===== config.mk =====
export PLATFORM = sky130hd
export DESIGN_NAME = ula_scheduler_flat
export DESIGN_NICKNAME = d
export VERILOG_FILES = /design/src/rtl/ula_scheduler_if.sv /design/src/rtl/ula_scheduler.sv /design/src/flat_wrapper.sv
export SDC_FILE = /design/constraint.sdc
export NUM_CORES = 1
export LEC_CHECK = 0
export ABC_AREA = 1
export BUFFER_PORTS_ARGS = -buffer_cell sky130_fd_sc_hd__buf_4
export CORE_MARGIN = 1
export CORE_UTILIZATION = 25
export DETAILED_ROUTE_END_ITERATION = 10
export PLACE_DENSITY = 0.53
export SYNTH_ARGS = -nofsm -noshare
export SYNTH_HDL_FRONTEND = slang
export SYNTH_SLANG_ARGS = --single-unit

===== constraint.sdc =====
create_clock -name clock -period 3.2 [get_ports clock]
set_input_delay 0.32 -clock clock [delete_from_list [all_inputs] [get_ports clock]]
set_output_delay 0.32 -clock clock [all_outputs]
set_load 0.01 [all_outputs]

===== src/rtl/ula_scheduler_if.sv =====
// Requester, response and shared-ULA signals of the ULA scheduler.
// The scheduler takes the slave view; the requester/ULA environment takes the master view.
interface ula_scheduler_if #(
    parameter int WIDTH = 32,
    parameter int OPW   = 5
);
    logic             req0_valid;
    logic             req0_ready;
    logic [WIDTH-1:0] req0_a;
    logic [WIDTH-1:0] req0_b;
    logic [OPW-1:0]   req0_opcode;

    logic             req1_valid;
    logic             req1_ready;
    logic [WIDTH-1:0] req1_a;
    logic [WIDTH-1:0] req1_b;
    logic [OPW-1:0]   req1_opcode;

    logic             resp0_valid;
    logic             resp0_ready;
    logic             resp1_valid;
    logic             resp1_ready;
    logic [WIDTH-1:0] resp_out;
    logic             resp_flag;

    logic [WIDTH-1:0] ula_a;
    logic [WIDTH-1:0] ula_b;
    logic [OPW-1:0]   ula_opcode;
    logic [WIDTH-1:0] ula_out;
    logic             ula_flag;

    modport slave (
        input  req0_valid, req0_a, req0_b, req0_opcode,
        input  req1_valid, req1_a, req1_b, req1_opcode,
        output req0_ready, req1_ready,
        output resp0_valid, resp1_valid, resp_out, resp_flag,
        input  resp0_ready, resp1_ready,
        output ula_a, ula_b, ula_opcode,
        input  ula_out, ula_flag
    );

    modport master (
        output req0_valid, req0_a, req0_b, req0_opcode,
        output req1_valid, req1_a, req1_b, req1_opcode,
        input  req0_ready, req1_ready,
        input  resp0_valid, resp1_valid, resp_out, resp_flag,
        output resp0_ready, resp1_ready,
        input  ula_a, ula_b, ula_opcode,
        output ula_out, ula_flag
    );
endinterface


===== src/rtl/ula_scheduler.sv =====
// Round-robin scheduler sharing one combinational ULA between two requesters.
// One operation in flight: accept in IDLE, capture the result in EXEC, hold it in RESP until consumed.
module ula_scheduler #(
    parameter int WIDTH = 32,
    parameter int OPW   = 5
) (
    input  logic           clock,
    input  logic           reset,
    ula_scheduler_if.slave bus
);
    localparam logic [1:0] IDLE = 2'd0;
    localparam logic [1:0] EXEC = 2'd1;
    localparam logic [1:0] RESP = 2'd2;

    logic [1:0]       state_q, state_d;
    logic             last_q, last_d;
    logic             owner_q, owner_d;
    logic [WIDTH-1:0] ula_a_q, ula_a_d;
    logic [WIDTH-1:0] ula_b_q, ula_b_d;
    logic [OPW-1:0]   ula_opcode_q, ula_opcode_d;
    logic [WIDTH-1:0] resp_out_q, resp_out_d;
    logic             resp_flag_q, resp_flag_d;

    logic idle;
    logic grant0, grant1;
    logic rdy0, rdy1;
    logic accept0, accept1;
    logic owner_ready;

    // Under contention the requester that was not served last wins (last_q is the last owner).
    always_comb begin
        idle        = (state_q == IDLE) && !reset;
        grant0      = bus.req0_valid && (!bus.req1_valid || last_q);
        grant1      = bus.req1_valid && (!bus.req0_valid || !last_q);
        rdy0        = idle && grant0;
        rdy1        = idle && grant1;
        accept0     = rdy0 && bus.req0_valid;
        accept1     = rdy1 && bus.req1_valid;
        owner_ready = owner_q ? bus.resp1_ready : bus.resp0_ready;
    end

    always_comb begin
        state_d      = state_q;
        last_d       = last_q;
        owner_d      = owner_q;
        ula_a_d      = ula_a_q;
        ula_b_d      = ula_b_q;
        ula_opcode_d = ula_opcode_q;
        resp_out_d   = resp_out_q;
        resp_flag_d  = resp_flag_q;
        case (state_q)
            IDLE: begin
                if (accept0) begin
                    ula_a_d      = bus.req0_a;
                    ula_b_d      = bus.req0_b;
                    ula_opcode_d = bus.req0_opcode;
                    owner_d      = 1'b0;
                    state_d      = EXEC;
                end else if (accept1) begin
                    ula_a_d      = bus.req1_a;
                    ula_b_d      = bus.req1_b;
                    ula_opcode_d = bus.req1_opcode;
                    owner_d      = 1'b1;
                    state_d      = EXEC;
                end
            end
            EXEC: begin
                resp_out_d  = bus.ula_out;
                resp_flag_d = bus.ula_flag;
                state_d     = RESP;
            end
            RESP: begin
                // Only the owner's ready retires the response; the other port is ignored.
                if (owner_ready) begin
                    last_d  = owner_q;
                    state_d = IDLE;
                end
            end
            default: state_d = IDLE;
        endcase
    end

    always_ff @(posedge clock) begin
        if (reset) begin
            state_q      <= IDLE;
            last_q       <= 1'b1;
            owner_q      <= 1'b0;
            ula_a_q      <= '0;
            ula_b_q      <= '0;
            ula_opcode_q <= '0;
            resp_out_q   <= '0;
            resp_flag_q  <= 1'b0;
        end else begin
            state_q      <= state_d;
            last_q       <= last_d;
            owner_q      <= owner_d;
            ula_a_q      <= ula_a_d;
            ula_b_q      <= ula_b_d;
            ula_opcode_q <= ula_opcode_d;
            resp_out_q   <= resp_out_d;
            resp_flag_q  <= resp_flag_d;
        end
    end

    assign bus.req0_ready  = rdy0;
    assign bus.req1_ready  = rdy1;
    assign bus.resp0_valid = (state_q == RESP) && !owner_q;
    assign bus.resp1_valid = (state_q == RESP) && owner_q;
    assign bus.resp_out    = resp_out_q;
    assign bus.resp_flag   = resp_flag_q;
    assign bus.ula_a       = ula_a_q;
    assign bus.ula_b       = ula_b_q;
    assign bus.ula_opcode  = ula_opcode_q;
endmodule


===== src/flat_wrapper.sv =====
// flat-port wrapper written by rule: the top's interface ports become plain ports
module ula_scheduler_flat 
#(
    parameter int WIDTH = 32,
    parameter int OPW   = 5
)
  (clock, reset, bus_req0_valid, bus_req0_a, bus_req0_b, bus_req0_opcode, bus_req1_valid, bus_req1_a, bus_req1_b, bus_req1_opcode, bus_req0_ready, bus_req1_ready, bus_resp0_valid, bus_resp1_valid, bus_resp_out, bus_resp_flag, bus_resp0_ready, bus_resp1_ready, bus_ula_a, bus_ula_b, bus_ula_opcode, bus_ula_out, bus_ula_flag);
  ula_scheduler_if #(.WIDTH(WIDTH), .OPW(OPW)) bus_i ();
  input  logic clock;
  input  logic reset;
  input wire logic [$bits(bus_i.req0_valid)-1:0] bus_req0_valid;
  input wire logic [$bits(bus_i.req0_a)-1:0] bus_req0_a;
  input wire logic [$bits(bus_i.req0_b)-1:0] bus_req0_b;
  input wire logic [$bits(bus_i.req0_opcode)-1:0] bus_req0_opcode;
  input wire logic [$bits(bus_i.req1_valid)-1:0] bus_req1_valid;
  input wire logic [$bits(bus_i.req1_a)-1:0] bus_req1_a;
  input wire logic [$bits(bus_i.req1_b)-1:0] bus_req1_b;
  input wire logic [$bits(bus_i.req1_opcode)-1:0] bus_req1_opcode;
  output wire logic [$bits(bus_i.req0_ready)-1:0] bus_req0_ready;
  output wire logic [$bits(bus_i.req1_ready)-1:0] bus_req1_ready;
  output wire logic [$bits(bus_i.resp0_valid)-1:0] bus_resp0_valid;
  output wire logic [$bits(bus_i.resp1_valid)-1:0] bus_resp1_valid;
  output wire logic [$bits(bus_i.resp_out)-1:0] bus_resp_out;
  output wire logic [$bits(bus_i.resp_flag)-1:0] bus_resp_flag;
  input wire logic [$bits(bus_i.resp0_ready)-1:0] bus_resp0_ready;
  input wire logic [$bits(bus_i.resp1_ready)-1:0] bus_resp1_ready;
  output wire logic [$bits(bus_i.ula_a)-1:0] bus_ula_a;
  output wire logic [$bits(bus_i.ula_b)-1:0] bus_ula_b;
  output wire logic [$bits(bus_i.ula_opcode)-1:0] bus_ula_opcode;
  input wire logic [$bits(bus_i.ula_out)-1:0] bus_ula_out;
  input wire logic [$bits(bus_i.ula_flag)-1:0] bus_ula_flag;
  assign bus_i.req0_valid = bus_req0_valid;
  assign bus_i.req0_a = bus_req0_a;
  assign bus_i.req0_b = bus_req0_b;
  assign bus_i.req0_opcode = bus_req0_opcode;
  assign bus_i.req1_valid = bus_req1_valid;
  assign bus_i.req1_a = bus_req1_a;
  assign bus_i.req1_b = bus_req1_b;
  assign bus_i.req1_opcode = bus_req1_opcode;
  assign bus_req0_ready = bus_i.req0_ready;
  assign bus_req1_ready = bus_i.req1_ready;
  assign bus_resp0_valid = bus_i.resp0_valid;
  assign bus_resp1_valid = bus_i.resp1_valid;
  assign bus_resp_out = bus_i.resp_out;
  assign bus_resp_flag = bus_i.resp_flag;
  assign bus_i.resp0_ready = bus_resp0_ready;
  assign bus_i.resp1_ready = bus_resp1_ready;
  assign bus_ula_a = bus_i.ula_a;
  assign bus_ula_b = bus_i.ula_b;
  assign bus_ula_opcode = bus_i.ula_opcode;
  assign bus_i.ula_out = bus_ula_out;
  assign bus_i.ula_flag = bus_ula_flag;
  ula_scheduler #(.WIDTH(WIDTH), .OPW(OPW)) u_core (.clock(clock), .reset(reset), .bus(bus_i));
endmodule

==> out/metrics.yaml, run 1 <==
status: "finished, final reports clean"
ys_seq_area_frac: 0.400
ys_ff_latch: 106
tightest_slew_ns: 1.15
drv_slew: 0
grtUsageTotal: 0.155
numCtsBuffers: 9
final_nets: 1265
p_sw_mw: 1.09
grt_pass1_vias: 5406
hp-class: "primary input to flip-flop"
coreArea_um2: 20500
initial_core_util: 0.259
postSynthCellCount: 842
fin_ws_ns: 1.03
cts_tree: "done"
max_stage_delay_ns: 0.47
p_int_mw: 2.66
setup_viol: 0
power_frac_clock: 0.333
met1_usage: 0.190
ctsHtreeMaxLevel: 3
dp_hpwl_mm: 11.6
dpl_cell_area_um2: 7560
overflow: 0
die_area_um2: 21800
ant_nets: 0
peakVddDrop_v: 0.000269
io_pins: 283
fin_crit_sh: 0.679
syn_to_final_growth_pct: 48.9
sequentialPowerShare: 0.406
synth.net_count: 1019
die_w_um: 148
gp_congestion: 0.829
end_kind: "output pin"
rsz0062_at_grt: "no"
worstPathMaxFanout: 31
fmax_mhz: 460
gr-usage-met3: 0.0562
fp.dieH_um: 148
pwr-share-comb: 0.261
cp-start-kind: "flip-flop"
leakage_nw: 4.39
grt-busiest-layer: "met2"
root_buffer: "clkbuf_16"
critPathKind: "flip-flop to output pin"
hold_viol_final: 0
clockBufferDepth: 2
crit_chain: "inv_2 -> nand2_1 -> nor2_2 -> nand2_2 -> inv_1 -> buf_4"
cts.clk_slew.worst_paths_ns: 0.08
ys_warn_count: 0
cts_hold_buf: 0
final_common_cell: "buf_4"
via_per_inst: 4.16
stdcell_area_um2: 7900
layout_common_cells: "buf_4, nor2_1, nand2_1"
drtPass1Iterations: 4
fp-row-count: 52
drt_wl_total_mm: 17.1
clock_latency_ns: 0.35
drt_iter0_drc: 237
rrSetupSlack_ns: 1.27
use_met2: 0.254
finalCriticalPeriod_ns: 2.17
wire_per_inst_um: 12.5
place_ws_ns: 1.23
io_buffer_count: 282
synthDistinctLibCells: 20
maxCapViolations: 0
cts_setup_buffers: 0
critical_path_buf_inv_count: 3
finalPower_mw: 3.75
syn_avg_cell_area_um2: 6.30
grt_max_degree: 115
path_delay_family: "simple AND/OR/NAND/NOR gates"
antenna_found_initial: 0
drive_gt1_frac: 0.287
swShare: 0.290
finClkSkew_ns: 0.0105
fin_setup_tns_ns: 0
required_ns: 2.88
numClockSinks: 106
drc: 0
critPathSlowestCell: "nand2_2"
cp.arrival_ns: 1.85
dr_total_vias: 5675
netlist_area_um2: 5310
antenna_cells: 0
grt_pass1_wl_mm: 27.1
ctsResizeCount: 0
p_per_area_nw_per_um2: 475
slew_headroom: 0.234
==> per-stage QoR <==
stage / instances / utilization / hold slack (ns)
2_1_floorplan: 842 / - / 0.389
3_3_place_gp: 1347 / 0.369 / 0.495
3_5_place_dp: 1347 / 0.369 / 0.502
4_1_cts: 1363 / 0.385 / 0.136
5_1_grt: 1363 / 0.385 / 0.135
6_report: 1363 / 0.385 / 0.161
==> power groups by stage <==
| stage | Combinational (mW) | Clock [mW] | Sequential (mW) |
|---|---|---|---|
| floorplan | 0.450 | 0 | 1.61 |
| global placement | 0.989 | 0 | 1.55 |
| detailed placement | 0.988 | 0 | 1.55 |
| CTS | 0.992 | 1.31 | 1.52 |
| global route | 1.09 | 1.35 | 1.54 |
| finish | 0.977 | 1.25 | 1.52 |
==> worst register-to-register path, delay by kind of cell (launching register included) <==
family,cells,cell delay (ns)
DFF,1,0.33
and+or+nand+nor,6,1.09
buffers and inverters,2,0.44
==> synth_stat cells, drive strengths merged <==
cell / number / share of area
nor2: 278 / 0.20
nand2: 216 / 0.15
dfxtp: 106 / 0.40
inv: 79 / 0.056
nand3b: 69 / 0.098
buf: 43 / 0.046
o21ai: 34 / 0.032
clkbuf: 10 / 0.0071
a21oi: 2 / 0.0026
nand3: 2 / 0.0019
a211oi: 1 / 0.0014
a21boi: 1 / 0.0021
o211ai: 1 / 0.0014
==> layout make-up <==
| cell class | instances | area (um^2) |
|---|---|---|
| fill | 2245 | 12600 |
| multi-input combinational | 604 | 2620 |
| timing repair buffer | 288 | 2190 |
| sequential | 106 | 2120 |
| tap | 270 | 338 |
| inverter | 79 | 297 |
| clock buffer | 10 | 239 |
| clock inverter | 6 | 93.8 |
==> state kept, by name (all words and copies together), names as in the netlist <==
| register | count |
|---|---|
| u_core.state_q | 2 |
| u_core.bus.resp_flag | 1 |
| u_core.bus.resp_out | 32 |
| u_core.bus.ula_b | 32 |
| u_core.owner_q | 1 |
| u_core.bus.ula_opcode | 5 |
| u_core.bus.ula_a | 32 |
| u_core.last_q | 1 |
==> worst paths after layout <==
check | startpoint | cells past startpoint | endpoint
hold reg to reg | u_core.bus.resp_out[24] | 2 | u_core.bus.resp_out[24]
hold / removal | reset | 2 | u_core.state_q[1]
setup / recovery | u_core.state_q[1] | 6 | bus_req1_ready
setup reg to reg | u_core.state_q[1] | 8 | u_core.bus.ula_b[4]
==> logic make-up (layout without fill, tap and decap cells) <==
kind of cell / Yosys count / after routing / share of synthesized area
AOI/OAI and AO/OA: 39 / 39 / 0.0396
buffers and inverters: 132 / 383 / 0.109
and+or+nand+nor: 565 / 565 / 0.451
DFF: 106 / 106 / 0.400
==> per-layer routing <==
| metal | wire [um] | share of wire |
|---|---|---|
| met3 | 1620 | 0.095 |
| met1 | 7510 | 0.44 |
| met4 | 189 | 0.011 |
| met5 | 0 | 0 |
| met2 | 7780 | 0.46 |
(Power assumes the default switching activity.)
==> inputs of run 2 (changes only) <==
==> constraint.sdc (replaced) <==
create_clock -name clock -period 2.2 [get_ports clock]
set_input_delay 0.22 -clock clock [delete_from_list [all_inputs] [get_ports clock]]
set_output_delay 0.22 -clock clock [all_outputs]
set_load 0.01 [all_outputs]
==> run 2 against run 1 <==
  * Non-clock buffer count rose by 5
  * Worst setup slack got worse by 0.84 ns
  * Final area rose by 1.0%
  * Via count rose by 2.0%
  * Register-to-register slack got worse by 0.82 ns
  * Critical endpoint is now bus_req0_ready
  * Clock-buffer cell count fell by 1
  * Clock power rose by 40%
  * Flip-flop and latch count did not move
  * Combinational power rose by 48%
  * Final cell count rose by 0.37%
  * Sequential share of layout area fell by 0.28 points
  * Clock skew rose by 0.00051 ns
==> out/metrics.yaml, run 2 (synthesis results as in run 1) <==
status: "finished, final reports clean"
fill_cells: 2239
coreArea_um2: 20500
leakage_nw: 4.43
cts_tree: "done"
stdcell_area_um2: 7980
antenna_found_initial: 0
maxCapViolations: 0
final_nets: 1270
gp_congestion: 0.821
p_int_mw: 3.77
overflow: 0
drive_gt1_frac: 0.291
rsz0062_at_grt: "no"
slew_headroom: 0.586
die_area_um2: 21800
clockBufferDepth: 2
clock_latency_ns: 0.35
drt_wl_total_mm: 17.3
root_buffer: "clkbuf_16"
ant_nets: 0
swShare: 0.304
cts.clk_slew.worst_paths_ns: 0.08
antenna_cells: 0
drt_iter0_drc: 209
sequentialPowerShare: 0.409
drv_slew: 0
fp.dieH_um: 148
cts_hold_buf: 0
finClkSkew_ns: 0.0110
drtPass1Iterations: 4
via_per_inst: 4.23
p_sw_mw: 1.65
ctsHtreeMaxLevel: 3
critPathKind: "flip-flop to output pin"
layout_common_cells: "buf_4, nor2_1, nand2_1"
power_frac_clock: 0.324
required_ns: 1.98
fmax_mhz: 496
worstPathMaxFanout: 50
grt_max_degree: 104
grtUsageTotal: 0.158
hold_viol_final: 0
syn_to_final_growth_pct: 50.4
cp-start-kind: "flip-flop"
numClockSinks: 106
grt_pass1_vias: 5530
drc: 0
io_buffer_count: 282
initial_core_util: 0.259
finalCriticalPeriod_ns: 2.01
die_w_um: 148
wire_per_inst_um: 12.7
hp-class: "primary input to flip-flop"
tightest_slew_ns: 0.619
dr_total_vias: 5789
fin_crit_sh: 0.916
peakVddDrop_v: 0.000446
setup_viol: 0
dp_hpwl_mm: 11.9
end_kind: "output pin"
io_pins: 283
fp-row-count: 52
grt_pass1_wl_mm: 27.5
dpl_cell_area_um2: 7650
cp.arrival_ns: 1.79
numCtsBuffers: 9
pwr-share-comb: 0.268
fin_setup_tns_ns: 0
final_common_cell: "buf_4"
p_per_area_nw_per_um2: 679
[run 2: cell count changes in the layout (fill, tap and decap cells not counted)]
cell | before | now
buf_12 | 2 | 6
clkinv_8 | 0 | 2
inv_6 | 3 | 1
buf_6 | 0 | 1
bufinv_16 | 2 | 1
clkbuf_8 | 1 | 0
clkinv_4 | 0 | 1
inv_8 | 0 | 1
[run 2: stage by stage]
stage | util | hold WS (ns) | worst slack (ns) | instances | power (mW)
2_1_floorplan | - | 0.289 | 0.956 | 842 | 3.00
6_report | 0.389 | 0.0575 | 0.185 | 1368 | 5.42
3_5_place_dp | 0.373 | 0.427 | 0.410 | 1352 | 3.72
3_3_place_gp | 0.373 | 0.429 | 0.418 | 1352 | 3.72
4_1_cts | 0.389 | 0.0355 | 0.128 | 1368 | 5.53
5_1_grt | 0.389 | 0.0327 | 0.0425 | 1368 | 5.76
[run 2: power by group through the flow]
stage / Clock, mW / Sequential, mW / Combinational (mW)
floorplan: 0 / 2.34 / 0.655
CTS: 1.84 / 2.22 / 1.47
global placement: 0 / 2.25 / 1.47
finish: 1.75 / 2.22 / 1.45
global route: 1.91 / 2.24 / 1.61
detailed placement: 0 / 2.26 / 1.47
[run 2: final timing paths]
kind	start	slack [ns]	cells after the start	end
min reg2reg	u_core.bus.resp_out[24]	0.52	2	u_core.bus.resp_out[24]
min	reset	0.06	2	u_core.state_q[1]
max	u_core.state_q[1]	0.19	7	bus_req0_ready
max reg2reg	u_core.state_q[1]	0.45	10	u_core.bus.ula_a[17]
[run 2: critical path: stages, from the launching register on]
cell     delay, ns
dfxtp_1       0.33
inv_2         0.07
nand2_1       0.06
nor2_2        0.23
nand2_8       0.25
buf_4         0.29
inv_1         0.09
buf_4         0.12
[run 2: timing repair]
action	in CTS	in global routing
setup endpoints to repair	1	0
buffers inserted	0	0
gates resized for setup	1	0
[run 2: final cells by class]
cell class / count / area [um^2] / share of cell area
Sequential cell: 106 / 2120 / 0.266
Inverter: 79 / 297 / 0.0372
Multi-Input combinational cell: 604 / 2620 / 0.328
Clock buffer: 9 / 225 / 0.0282
Clock inverter: 7 / 98.8 / 0.0124
Tap cell: 270 / 338 / 0.0423
Timing Repair Buffer: 293 / 2280 / 0.286
[run 2: routing by layer]
metal	part of all wire	wire length (um)	GRT usage	up-vias
li1	-	-	-	3028
met5	0	0	0	-
met3	0.096	1660	0.0537	12
met1	0.44	7640	0.197	2549
met4	0.012	203	0.0438	0
met2	0.45	7820	0.259	200
